`src/rtl/hex_str_parser.sv`:
```
// Streaming ASCII hex parser: folds each run of hex digits into one WIDTH-bit token.
// Define HEX_PARSER_UPPER_EN to also accept 'A'..'F' as digits.
module hex_str_parser #(
  parameter int WIDTH = 32,
  parameter int CNT_W = 5
) (
  input  logic             clk,
  input  logic             reset,
  input  logic             in_valid,
  input  logic [7:0]       in_char,
  output logic             in_ready,
  output logic             out_valid,
  output logic [WIDTH-1:0] out_value,
  output logic [CNT_W-1:0] out_digits,
  output logic             out_ovf,
  input  logic             out_ready
);

  typedef enum logic [1:0] {IDLE, ACC, HOLD} state_t;

  localparam logic [CNT_W-1:0] MAX_DIGITS = CNT_W'(WIDTH / 4);
  localparam logic [CNT_W-1:0] CNT_SAT    = '1;

  state_t           state;
  logic [WIDTH-1:0] acc;
  logic [CNT_W-1:0] cnt;
  logic             ovf;

  logic       is_digit;
  logic [3:0] digit;
  logic       accept;

  // NOTE: every always_comb output gets a default first so no path leaves it
  // unassigned, which would otherwise infer a latch.
  always_comb begin
    is_digit = 1'b0;
    digit    = 4'd0;
    if (in_char >= 8'h30 && in_char <= 8'h39) begin
      is_digit = 1'b1;
      digit    = in_char[3:0];
    end else if (in_char >= 8'h61 && in_char <= 8'h66) begin
      is_digit = 1'b1;
      digit    = in_char[3:0] + 4'd9;
    end
`ifdef HEX_PARSER_UPPER_EN
    else if (in_char >= 8'h41 && in_char <= 8'h46) begin
      is_digit = 1'b1;
      digit    = in_char[3:0] + 4'd9;
    end
`endif
  end

  // in_ready depends only on state so the source never sees a path from out_ready.
  assign in_ready = (state != HOLD);
  assign accept   = in_valid && in_ready;

  // NOTE: sequential state uses non-blocking assignments so every register
  // samples the pre-edge values, independent of statement order.
  always_ff @(posedge clk or posedge reset) begin
    if (reset) begin
      state      <= IDLE;
      acc        <= '0;
      cnt        <= '0;
      ovf        <= 1'b0;
      out_valid  <= 1'b0;
      out_value  <= '0;
      out_digits <= '0;
      out_ovf    <= 1'b0;
    end else begin
      case (state)
        IDLE: begin
          if (accept && is_digit) begin
            acc   <= WIDTH'(digit);
            cnt   <= CNT_W'(1);
            ovf   <= 1'b0;
            state <= ACC;
          end
        end
        ACC: begin
          if (accept) begin
            if (is_digit) begin
              // Shifting out the top nibble keeps the most recent WIDTH/4 digits.
              acc <= (acc << 4) | WIDTH'(digit);
              if (cnt != CNT_SAT) cnt <= cnt + 1'b1;
              if (cnt >= MAX_DIGITS) ovf <= 1'b1;
            end else begin
              out_value  <= acc;
              out_digits <= cnt;
              out_ovf    <= ovf;
              out_valid  <= 1'b1;
              state      <= HOLD;
            end
          end
        end
        HOLD: begin
          if (out_ready) begin
            out_valid <= 1'b0;
            state     <= IDLE;
          end
        end
        default: state <= IDLE;
      endcase
    end
  end

endmodule

```
`config.mk`:
```
export PLATFORM = sky130hd
export DESIGN_NAME = hex_str_parser
export DESIGN_NICKNAME = d
export VERILOG_FILES = /design/src/rtl/hex_str_parser.sv
export SDC_FILE = /design/constraint.sdc
export NUM_CORES = 1
export LEC_CHECK = 0
export BUFFER_PORTS_ARGS = -buffer_cell sky130_fd_sc_hd__buf_2
export CORE_MARGIN = 3
export CORE_UTILIZATION = 55
export CTS_CLUSTER_SIZE = 14
export DETAILED_ROUTE_END_ITERATION = 12
export PLACE_DENSITY = 0.88
export SETUP_SLACK_MARGIN = 0.15
export SLEW_MARGIN = 25
export SYNTH_ARGS = -nofsm -noshare
export SYNTH_HDL_FRONTEND = slang
export SYNTH_SLANG_ARGS = --single-unit
```
`constraint.sdc`:
```
create_clock -name clk -period 8.1 [get_ports clk]
set_input_delay 1.62 -clock clk [delete_from_list [all_inputs] [get_ports clk]]
set_output_delay 1.62 -clock clk [all_outputs]
set_load 0.005 [all_outputs]
```
==> results of run 1 <==
synthesized netlist by cell type (all sizes together), types with 3 or more instances:
cell	n
a22o	30
dfrtp	79
inv	6
nand3	3
o211ai	4
nor2	7
nand2	5
buf	6
clkbuf	4
o21ai	7
ha	6
nor2b	3
mux2	38
layout make-up:
type / count / share of cell area (%)
clock buffer: 14 / 4.97
clock inverter: 2 / 0.340
timing repair buffer: 54 / 7.66
multi-input combinational: 126 / 30.2
tap: 70 / 2.38
sequential: 79 / 53.8
inverter: 6 / 0.647
layout by cell type, fill, tap and decap left out, types with 3 or more instances in the layout:
| cell | netlist | layout |
|---|---|---|
| mux2_2 | 38 | 38 |
| ha_1 | 6 | 6 |
| dfrtp_1 | 79 | 79 |
| nor2_1 | 5 | 5 |
| o21ai_0 | 6 | 6 |
| clkbuf_8 | 0 | 13 |
| nor2b_1 | 3 | 3 |
| inv_1 | 6 | 5 |
| nand3_1 | 3 | 3 |
| o211ai_1 | 4 | 4 |
| a22o_1 | 30 | 30 |
| nand2_1 | 5 | 5 |
| buf_2 | 6 | 51 |
per-layer routing:
| layer | vias up | track usage (%) | routed length (um) |
|---|---|---|---|
| met2 | 52 | 27.7 | 2600 |
| met5 | - | 0 | 0 |
| met1 | 1002 | 25.9 | 2540 |
| met4 | 0 | 7.14 | 77 |
| li1 | 924 | - | - |
| met3 | 7 | 5.81 | 320 |
logic make-up after synthesis:
kind of cell               synth area share, %
xor gates and xnor gates                 0.557
buffers and inverters                     2.15
muxes                                     13.9
AOI/OAI and AO/OA                         12.3
DFF                                       62.8
adders and majority gates                 2.39
and+or+nand+nor                           5.85
metrics by stage:
step / instances / cell area, um^2 / power, mW / setup slack [ns] / hold WS, ns
global placement: 335 / 3480 / 0.518 / 4.55 / 0.456
floorplan: 221 / 3150 / 0.489 / 4.46 / 0.454
finish: 351 / 3670 / 0.787 / 4.77 / 0.485
CTS: 351 / 3670 / 0.795 / 4.79 / 0.490
global route: 351 / 3670 / 0.827 / 4.60 / 0.511
detailed placement: 335 / 3480 / 0.521 / 4.43 / 0.474
state kept, by name, indices dropped and copies added, names as in the netlist:
register and cells:
out_ovf 1, cnt 5, out_value 32, out_digits 5
out_valid 1, state 2, acc 32, ovf 1
worst register-to-register path, cell delays in order, from the launching register on:
cell	delay (ns)
dfrtp_1	0.47
nor2b_1	0.29
nand2_1	0.17
nor3_2	0.12
buf_4	0.47
mux2_2	0.40
how the worst min path moves through the flow:
stage / endpoint / start / slack [ns] / depth (start not counted)
global route: out_value[26] / out_value[26] / 0.51 / 1
detailed placement: ovf / ovf / 0.47 / 1
floorplan: ovf / ovf / 0.45 / 1
finish: ovf / ovf / 0.49 / 1
CTS: ovf / ovf / 0.49 / 1
global placement: out_valid / out_valid / 0.46 / 1
power groups by stage:
stage | logic, mW | registers (mW) | clock network, mW
floorplan | 0.0472 | 0.442 | 0
CTS | 0.0768 | 0.438 | 0.281
global placement | 0.0731 | 0.445 | 0
global route | 0.0854 | 0.441 | 0.301
finish | 0.0751 | 0.438 | 0.274
detailed placement | 0.0763 | 0.445 | 0
==> results.md, run 1 <==
- Vias per inst: 5.66
- Rel. slew slack: 55.2%
- Worst path depth: 8
- Root Buffer Master: clkbuf_8
- DR pass1 iterations: 4
- Synth top area share: 62.8%
- Switching Fraction: 23.8%
- Synth unique cells: 33
- Synth top area cells: dfrtp_1 (63%), mux2_2 (14%), a22o_1 (8.4%)
- Die Y: 81.6 um
- FF-to-FF setup slack: 6.06 ns
- Seq. cell area: 1980 um^2
- Clock slew seen by the registers of the worst setup and hold paths: 0.08 ns
- Die ar.: 6660 um^2
- Ordered list of cells on the worst path: buf_2, inv_1, ha_1, nor3b_1, nor4_2, nor2_2, nor2_4, a22o_1
- All-Layer GR Usage: 18.7%
- Yosys top cell by area: dfrtp_1
- CP top delay family: simple AND/OR/NAND/NOR gates
- Area of the multi-input gates: 1110 um^2
- Sequential power share: 55.6%
- Critical Path End: acc[30]
- Post-synth EDFFs: 0
- Pint: 0.600 mW
- GRT overflow: 0
- Total negative slack: 0 ns
- DRC Markers: 0
- CP Capture Type: register
- Total leakage power: 1.94 nW
- Die width: 81.6 um
- Setup Crit Path Kind: input pin to register
- Initial antenna violation count: 0
- Register area share after synthesis: 62.8%
- Worst Setup SP: in_char[0]
- Vias: 1985
- Yosys reg bits: 79
- Startpoint Class: input pin
- Postcts setup bufs: 0
- Slowest-stage cell, CP: nor2_4
- Ys async rst share: 100%
- Clock sinks: 79
- Final wirelength: 5540 um
- NumNets Final: 294
- Layout cells sized above 1: 40.6%
- Outcome: finished, final reports clean
- Fin crit period: 3.33 ns
- MaxCap Viol Count: 0
- CTS tree: built
- Core area: 5300 um^2
- Largest net degree at the start of global routing: 80
- Hold Vio Cnt, Final: 0
- Primary FF master, synth: dfrtp_1
- Cts hold-fix bufs: 0
- Reg2reg end: out_value[15]
- F_max: 300 MHz
- Worst VDD drop: 0.000148 V
- Ys Warns: 0
- Worst-Margin Slew: 0.672 ns
- Iteration-0 DRC Markers: 106
- CP required: 8.37 ns
- GP Congestion: 0.720
- Clk_skew: 0.00765 ns
- Comb pwr share: 9.5%
- Critical Path Max Stage Delay: 0.58 ns
- I/O pin count: 52
- Half-perimeter wire length after placement: 3670 um
- Hold Crit Class: register to register
- Final worst path period share: 41.2%
- Mapped Cells: 221
- Antenna-violating nets left: 0
- Global-route wire length before repair: 9330 um
- Clock power share: 34.8%
- Sw power: 0.187 mW
- Area grow syn2layout: 16.8%
- Post-CTS sizing: 0
- Mapped Area: 3150 um^2
- Mapped Nets: 239
- Vias in the first global route: 1958
- Mapped Avg Cell Area: 14.2 um^2
- R2R depth: 5
- Filler instances: 368
- Clk_lat worst skew: 0.33 ns
- Final core occ: 69.3%
- # H-tree levels: 3
- Num CTS Buffers: 9
- Row cnt: 26
- Port bufs: 51
- # diodes: 0
- Setup violators final: 0
- CTS max path bufs: 2
- Slew Viols, Final: 0
- Worst Path Max Fanout: 28
- Average wire per standard cell: 15.8 um
- Arr. time, crit path: 3.61 ns
- Initial Util: 59.3%
- Worst path bufs/invs: 2
- RSZ-0062 raised after global routing: false
- Cell Pwr Density: 214 nW/um^2
- Reg2Reg Launch Point: state[0]
Power figures use the tool's default switching activity.
==> run 2, diff against run 1 <==
- ABC_AREA: default -> 1
- PLACE_DENSITY: 0.88 -> 0.87
- clock period: 8.1 -> 3.3 ns (I/O delays scaled with it)
==> run 2 against run 1 <==
  * Worst setup slack lost 3.4 ns
  * Clock-buffer cell count shrank 3
  * Routed wire length is 19% higher
  * Combinational power rose to 7.5 times the previous value
  * Sequential share of layout area down 3.0 points
  * Via count is 30% higher
  * First-iteration DRC count grew 92%
  * Critical path depth grew 3
  * Design area is 5.9% higher
  * Clock skew up 0.00067 ns
==> results.md, run 2 <==
- RSZ-0062 raised after global routing: false
- Setup violators final: 0 (unchanged)
- Global-route wire length before repair: 11300 um (+21%)
- Clk_skew: 0.00832 ns (+0.000666 ns)
- Die width: 84.9 um (+4.0%)
- F_max: 513 MHz
- Total leakage power: 1.93 nW (-0.28%)
- Setup Crit Path Kind: input pin to register
- Post-synth EDFFs: 0 (unchanged)
- Synth top area share: 57.7% (-5.1 points)
- Area grow syn2layout: 13.6%
- Slew Viols, Final: 0 (unchanged)
- Synth cell count leaders: nand2_1 (101), dfrtp_1 (79), inv_1 (53)
- I/O pin count: 52 (unchanged)
- Vias in the first global route: 2542 (+30%)
- Mapped Cells: 370 (+67%)
- DRC Markers: 0 (unchanged)
- Cell with the most instances after synthesis: nand2_1
- Average wire per standard cell: 13.1 um (-17%)
- CTS max path bufs: 2 (unchanged)
- Worst Path Max Fanout: 60 (+110%)
- FF-to-FF setup slack: 1.51 ns (-4.55 ns)
- Die Y: 84.9 um (+4.0%)
- Row cnt: 28 (+7.7%)
- Cts hold-fix bufs: 0 (unchanged)
- Antenna-violating nets left: 0 (unchanged)
- Total negative slack: 0 ns (unchanged)
- NumNets Final: 438 (+49%)
- Vias per inst: 5.16 (-8.8%)
- Fin crit period: 1.95 ns
- Synth top area cells: dfrtp_1 (58%), nand2_1 (11%), o21ai_0 (6.3%)
- CTS tree: built
- Register area share after synthesis: 57.7% (-5.1 points)
- Largest net degree at the start of global routing: 80 (unchanged)
- Clock slew seen by the registers of the worst setup and hold paths: 0.08 ns (about the same)
- Cell Pwr Density: 638 nW/um^2 (+200%)
- Worst hold margin: 0.470 ns (-0.0154 ns)
- Commonest non-fill, non-tap cell in the layout: nand2_1
- Core area: 5990 um^2 (+13%)
- Placement Cell Area: 3690 um^2 (+6.2%)
- Clk_lat worst skew: 0.36 ns (+0.03 ns)
- Root Buffer Master: clkbuf_8
- Yosys reg bits: 79 (unchanged)
- Worst-Margin Slew: 0.695 ns (+0.0222 ns)
- Layout cells sized above 1: 19.3% (-21 points)
- Outcome: finished, final reports clean
- Num CTS Buffers: 9 (unchanged)
- Reg2reg end: cnt[1]
- Die ar.: 7210 um^2 (+8.2%)
- Half-perimeter wire length after placement: 4340 um (+18%)
- CP required: 3.56 ns (-4.81 ns)
- # diodes: 0 (unchanged)
- Iteration-0 DRC Markers: 204 (+92%)
- Filler instances: 482 (+31%)
- Port bufs: 51 (unchanged)
- Postcts setup bufs: 0 (unchanged)
- Startpoint Class: input pin
- Post-CTS sizing: 0 (unchanged)
- GRT overflow: 0 (unchanged)
- # H-tree levels: 3 (unchanged)
- All-Layer GR Usage: 19.7% (+1.1 points)
- MaxCap Viol Count: 0 (unchanged)
- GP Congestion: 0.774 (+7.5%)
- Initial antenna violation count: 0 (unchanged)
- Clock sinks: 79 (unchanged)
- Hold Vio Cnt, Final: 0 (unchanged)
- Final worst path period share: 59.1%
- Most frequent cells in the layout: nand2_1 (101), dfrtp_1 (79), inv_1 (52)
- Worst VDD drop: 0.000343 V (+130%)
- Ys async rst share: 100% (unchanged)
- Final instance area: 3890 um^2 (+5.9%)
- Synth unique cells: 28 (-15%)
- Reg2Reg Launch Point: cnt[0]
- Vias: 2579 (+30%)
- Hold Crit Class: input pin to asynchronous set/reset pin
- DR pass1 iterations: 4 (unchanged)
- Rel. slew slack: 53.7% (-1.5 points)
- R2R depth: 7 (+2)
- Power Total: 2.48 mW (+220%)
- Ys Warns: 0 (unchanged)
- Final wirelength: 6570 um (+19%)
- Placed insts: 484 (+44%)
- Layout Cells excl Fill: 500 (+42%)
- Yosys top cell by area: dfrtp_1
- CP Capture Type: register
- Arr. time, crit path: 2.21 ns (-1.40 ns)
- Mapped Nets: 388 (+62%)
- Mapped Avg Cell Area: 9.26 um^2 (-35%)
- Primary FF master, synth: dfrtp_1
- Initial Util: 57.2% (-2.2 points)
- Mapped Area: 3420 um^2 (+8.9%)
- Largest registers: acc (32), out_value (32)
run 2: changes by cell type in the layout (fill, tap and decap cells not counted), sizes merged, moves of 3 or more:
cell / before / now
o21ai: 7 / 75
clkbuf: 14 / 11
nand4: 0 / 7
a22o: 30 / 0
nor2b: 3 / 0
nand2: 5 / 104
nor2: 7 / 11
o211ai: 4 / 0
mux2: 38 / 0
inv: 5 / 57
o2111ai: 0 / 3
nand3: 3 / 8
run 2: kinds of logic (layout without fill, tap and decap cells):
logic type,after synthesis,count (layout),synth area share (%)
and+or+nand+nor,133,133,18.3
buffers and inverters,70,125,9.39
AOI/OAI and AO/OA,81,81,12.2
xor gates and xnor gates,1,1,0.256
adders and majority gates,6,6,2.19
DFF,79,79,57.7
run 2: critical path: stages:
cell	delay [ns]
buf_2	0.10
inv_1	0.07
ha_1	0.20
inv_1	0.07
nand3_1	0.09
nand2_1	0.08
inv_2	0.05
nand2_4	0.11
nand4_4	0.25
buf_12	0.29
o21ai_0	0.22
run 2: final cells by class:
type                            instances  area, um^2  area share [%]
Clock buffer                           11         141            3.63
Clock inverter                          5        56.3            1.45
Inverter                               56         210            5.40
Multi-Input combinational cell        221        1130            28.9
Sequential cell                        79        1980            50.8
Tap cell                               75        93.8            2.41
Timing Repair Buffer                   53         287            7.36
run 2: worst max-delay path by stage:
stage          startpoint            end  cells after the start
2_1_floorplan       reset         acc[0]                      1
3_3_place_gp   in_char[0]   out_value[8]                     10
3_5_place_dp   in_char[0]  out_value[12]                      9
4_1_cts        in_char[1]  out_value[11]                     11
5_1_grt        in_char[1]  out_value[11]                     11
6_report       in_char[1]  out_value[11]                     11
run 2: metal layers:
| layer | global-route usage (%) | vias to the layer above | part of all wire [%] |
|---|---|---|---|
| met4 | 8.06 | 0 | 1.3 |
| met5 | 0 | - | 0 |
| met2 | 32.1 | 60 | 48 |
| met3 | 5.53 | 9 | 5.3 |
| met1 | 25.0 | 1239 | 45 |
| li1 | - | 1271 | - |
run 2: power breakdown:
| group | total [mW] | internal, mW | switching (mW) |
|---|---|---|---|
| clock | 0.720 | 0.370 | 0.349 |
| sequential | 1.20 | 1.10 | 0.0995 |
| combinational | 0.561 | 0.198 | 0.363 |
| total | 2.48 | 1.67 | 0.812 |
run 2: metrics by stage:
step / utilization [%] / setup WS, ns
3_3_place_gp: 61.6 / 1.14
2_1_floorplan: - / 0.617
5_1_grt: 65.0 / 1.19
3_5_place_dp: 61.6 / 1.01
6_report: 65.0 / 1.35
4_1_cts: 64.9 / 1.38
